### config.mk
export PLATFORM = sky130hd
export DESIGN_NAME = piso_right_tx
export DESIGN_NICKNAME = d
export VERILOG_FILES = /design/src/rtl/piso_right_tx_pkg.sv /design/src/rtl/piso_right_tx_clk_en_div.sv /design/src/rtl/piso_right_tx.sv
export SDC_FILE = /design/constraint.sdc
export NUM_CORES = 1
export LEC_CHECK = 0
export ABC_CLOCK_PERIOD_IN_PS = 4600
export CORE_ASPECT_RATIO = 1.75
export CORE_MARGIN = 8
export CORE_UTILIZATION = 25
export CTS_BUF_LIST = sky130_fd_sc_hd__clkbuf_2
export DETAILED_ROUTE_END_ITERATION = 16
export GPL_TIMING_DRIVEN = 0
export PLACE_DENSITY = 0.44
export SLEW_MARGIN = 20
export SYNTH_ARGS = -nofsm -noshare
export SYNTH_HDL_FRONTEND = slang
export SYNTH_SLANG_ARGS = --single-unit
export TNS_END_PERCENT = 50
### constraint.sdc
create_clock -name clk -period 4.6 [get_ports clk]
set_input_delay 0.92 -clock clk [delete_from_list [all_inputs] [get_ports clk]]
set_output_delay 0.92 -clock clk [all_outputs]
set_load 0.005 [all_outputs]
### src/rtl/piso_right_tx_pkg.sv
// Shared definitions for the PISO transmitter: FSM encoding and counter width helper.
package piso_right_tx_pkg;

  typedef enum logic [1:0] {
    ST_IDLE  = 2'd0,
    ST_SHIFT = 2'd1,
    ST_LATCH = 2'd2
  } state_t;

  // Counter width for a terminal value of n-1, never narrower than one bit.
  function automatic int cnt_width(input int n);
    return (n <= 2) ? 1 : $clog2(n);
  endfunction

endpackage

### src/rtl/piso_right_tx_clk_en_div.sv
// Bit-period divider: counts clk cycles within one serial bit and flags the last one.
module clk_en_div
  import piso_right_tx_pkg::*;
#(
  parameter int DIV = 1
) (
  input  logic clk,
  input  logic reset,
  input  logic clear,
  input  logic enable,
  output logic tc
);

  localparam int CW = cnt_width(DIV);
  localparam logic [CW-1:0] LAST = CW'(DIV - 1);

  logic [CW-1:0] div_cnt;

  // Restarts at zero after the terminal count so it never runs past DIV-1.
  always_ff @(posedge clk or posedge reset) begin
    if (reset) begin
      div_cnt <= '0;
    end else if (clear) begin
      div_cnt <= '0;
    end else if (enable) begin
      div_cnt <= tc ? '0 : div_cnt + CW'(1);
    end
  end

  assign tc = (div_cnt == LAST);

endmodule

### src/rtl/piso_right_tx.sv
// Parallel-in serial-out transmitter, LSB first, with per-bit strobe and end-of-frame latch pulse.
module piso_right_tx
  import piso_right_tx_pkg::*;
#(
  parameter int   DATA_WIDTH = 8,
  parameter int   CLK_DIV    = 1,
  parameter logic IDLE_VALUE = 1'b0
) (
  input  logic                  clk,
  input  logic                  reset,
  input  logic [DATA_WIDTH-1:0] load_data,
  input  logic                  load_valid,
  output logic                  load_ready,
  output logic                  serial_out,
  output logic                  bit_strobe,
  output logic                  latch_pulse,
  output logic                  busy
);

  localparam int BW = cnt_width(DATA_WIDTH);
  localparam logic [BW-1:0] LAST_BIT = BW'(DATA_WIDTH - 1);

  state_t                state;
  // Only the bits not yet on serial_out are kept; bit 0 goes straight to the output register.
  logic [DATA_WIDTH-2:0] shreg;
  logic [DATA_WIDTH-1:0] shift_word;
  logic [BW-1:0]         bit_cnt;
  logic                  period_end;
  logic                  accept;
  logic                  shifting;

  assign load_ready = (state == ST_IDLE);
  assign busy       = (state != ST_IDLE);
  assign accept     = load_valid && load_ready;
  assign shifting   = (state == ST_SHIFT);
  assign bit_strobe = shifting && period_end;
  assign shift_word = {IDLE_VALUE, shreg};

  clk_en_div #(
    .DIV(CLK_DIV)
  ) u_div (
    .clk   (clk),
    .reset (reset),
    .clear (accept),
    .enable(shifting),
    .tc    (period_end)
  );

  always_ff @(posedge clk or posedge reset) begin
    if (reset) begin
      state       <= ST_IDLE;
      serial_out  <= IDLE_VALUE;
      shreg       <= '0;
      bit_cnt     <= '0;
      latch_pulse <= 1'b0;
    end else begin
      case (state)
        ST_IDLE: begin
          latch_pulse <= 1'b0;
          serial_out  <= IDLE_VALUE;
          if (load_valid) begin
            shreg      <= load_data[DATA_WIDTH-1:1];
            serial_out <= load_data[0];
            bit_cnt    <= '0;
            state      <= ST_SHIFT;
          end
        end
        ST_SHIFT: begin
          if (period_end) begin
            if (bit_cnt != LAST_BIT) begin
              shreg      <= shift_word[DATA_WIDTH-1:1];
              serial_out <= shift_word[0];
              bit_cnt    <= bit_cnt + BW'(1);
            end else begin
              state       <= ST_LATCH;
              serial_out  <= IDLE_VALUE;
              latch_pulse <= 1'b1;
            end
          end
        end
        ST_LATCH: begin
          state       <= ST_IDLE;
          latch_pulse <= 1'b0;
        end
        default: begin
          state       <= ST_IDLE;
          serial_out  <= IDLE_VALUE;
          latch_pulse <= 1'b0;
        end
      endcase
    end
  end

endmodule
==> metrics.cfg <==
[status]
outcome = complete, no violations

[clocking]
ctsResizeCount = 0
cts_made_buffers = 3
numClockSinks = 14
root_buffer = clkbuf_2
post_cts_buffers = 0
insertion_delay_ps = 260
clockBufferDepth = 2
cts_tree = built
h-tree-depth = 1
path_clk_slew_ps = 130
ctsHoldBuffers = 0

[critical_path]
required_ps = 3680
cp_data_arrival_time_ps = 1620
slowest_delay_ps = 500
worstPathCellList = nand2b_1, buf_6, inv_6, clkdlybuf4s50_1
worst-setup-path-type = flop to output port
cp-end-kind = output port
slowest_stage = clkdlybuf4s50_1
cp_max_fo = 8
worstSetupStartpointType = flop

[final_layout]
fin_cells = 101
nets = 89
layout_commonest_cell = clkdlybuf4s50_1
drive_above_1_share = 0.2703
antenna_cells = 0
nFillCells = 281
area_delta_synth_final_pct = 28.55
final_cell_mix = clkdlybuf4s50_1, dfrtp_1, mux2_2

[global_routing]
grt_usage = 0.06637
grt_pass1_wl_um = 2518
grt_pass1_vias = 527
grt_max_degree = 15
grt_overflow = 0
antenna_found_initial = 0

[timing]
slew_viol_final = 0
min_period_over_period = 0.5517
setup_violations = 0
worst_pin_slew_ps = 565.6
fin_tns_setup_ps = 0
skew_ps = 1.573
slew-limit-headroom = 0.6225
clock.fmax_ghz = 0.3940
post-route-min-period_ps = 2538
rsz0062_at_grt = no
whs_ps = 520.4
hold_viol = 0

[placed_design]
dp.cells = 98
dpl.hpwl_um = 1069
port_buffers = 15
gp_congestion = 0.7002

[floorplanning]
die_h_um = 85.85
die_x_um = 55.91
initial_core_util = 0.2591
row_count = 25
ios = 16
core_mm2 = 0.002690
dieArea_mm2 = 0.004800

[synth]
synth_top_family_by_area = multiplexers
synth_simple_gate_area_frac = 0.08259
synth_cell_types = 17
synthCells = 56
synth_adder_area_share = 0.03591
syn_avg_cell_area_um2 = 12.44
muxShareOfSynthArea = 0.2603
synth_nets = 69
synth_seq_cells = 14
synthXorXnorAreaFrac = 0
syn_area_um2 = 696.9
synth_compound_area_frac = 0.04129
synth_seq_area_share = 0.5027
yosysWarnings = 0

[detailed_routing]
drt_iter0_markers = 6
final_antenna_net_count = 0
viasPerCell = 4.525
routedWlPerCell_um = 14.16
drtPass1Iterations = 2
vias = 457
postRouteWirelength_um = 1430
drc_errors = 0

[run]
maxCapViolations = 0

[power]
power.density_mw_per_mm2 = 649.2
vdd_drop_max_mv = 0.2089
p_leak_nw = 0.4343

[worst_hold_path]
hold_class = flop to flop

-- state kept, by name, indices dropped and copies added (netlist names) --
name and cells:
shreg 7, bit_cnt 3, state 2, latch_pulse 1
serial_out 1
-- cells by family (layout without fill, tap and decap cells) --
group | after synthesis | in the layout
muxes | 15 | 15
and+or+nand+nor | 12 | 12
DFF | 14 | 14
buffers and inverters | 9 | 27
AOI/OAI and AO/OA | 4 | 4
adders and majority gates | 2 | 2
-- layout make-up --
cell class              instances  area [um^2]  share of cell area
flip-flops and latches         14        350.3              0.3911
plain buffers                   2        22.52             0.02514
clock buffers                   3        15.01             0.01676
multi-input cells              33        292.8              0.3268
well taps                      27        33.78             0.03771
repair buffers                 15        150.1              0.1676
inverters                       7        31.28             0.03492
-- synthesized netlist by cell type --
cell type / n / area [um^2]
nor2_1: 6 / 22.52
inv_6: 1 / 8.760
o21ai_0: 2 / 10.01
mux2_4: 4 / 60.06
nand3b_1: 1 / 7.510
nand3_1: 1 / 5.000
a211oi_2: 1 / 12.51
inv_1: 6 / 22.52
a31oi_1: 1 / 6.260
nand2_1: 2 / 7.510
mux2i_1: 2 / 20.02
buf_6: 2 / 22.52
and3b_1: 1 / 8.760
dfrtp_1: 14 / 350.3
nand2b_1: 1 / 6.260
ha_1: 2 / 25.02
mux2_2: 9 / 101.4
-- where the power goes --
group | switching (W) | total, W | internal (W)
sequential | 0.0000331 | 0.000209 | 0.000176
clock | 0.0000362 | 0.0000540 | 0.0000178
combinational | 0.000123 | 0.000319 | 0.000195
total | 0.000193 | 0.000582 | 0.000389
-- worst paths after layout --
| kind | from | endpoint | slack (ps) | depth (start not counted) |
|---|---|---|---|---|
| worst max-delay path | state[1] | bit_strobe | 2060 | 4 |
| worst min-delay path | latch_pulse | latch_pulse | 520 | 2 |
| worst max register to register | bit_cnt[0] | shreg[1] | 2770 | 5 |
| worst min register to register | latch_pulse | latch_pulse | 520 | 2 |
| max in group asynchronous | reset | bit_cnt[1] | 3240 | 2 |
| min in group asynchronous | reset | shreg[5] | 990 | 2 |
-- worst max-delay path: cells and delay by family (launching register included) --
kind | cells | cell delay (ps)
flip-flops | 1 | 450
buffers and inverters | 3 | 730
AND/OR/NAND/NOR | 1 | 170
-- metal layers --
layer | part of all wire | track usage | vias to the layer above
li1 | - | - | 225
met1 | 0.41 | 0.06341 | 223
met2 | 0.52 | 0.1168 | 7
met3 | 0.055 | 0.02071 | 2
met4 | 0.013 | 0.04615 | 0
met5 | 0 | 0 | -
-- through the flow --
stage	power [W]	setup slack [ps]	utilization	area, um^2
2_1_floorplan	0.0004407	2754	-	696.9
6_report	0.0005816	2062	0.3330	895.9
3_5_place_dp	0.0005412	2099	0.3274	880.8
3_3_place_gp	0.0005307	2123	0.3274	880.8
4_1_cts	0.0005988	2012	0.3330	895.9
5_1_grt	0.0006366	1930	0.3330	895.9
Note: power is estimated with default switching activity, not from simulation.
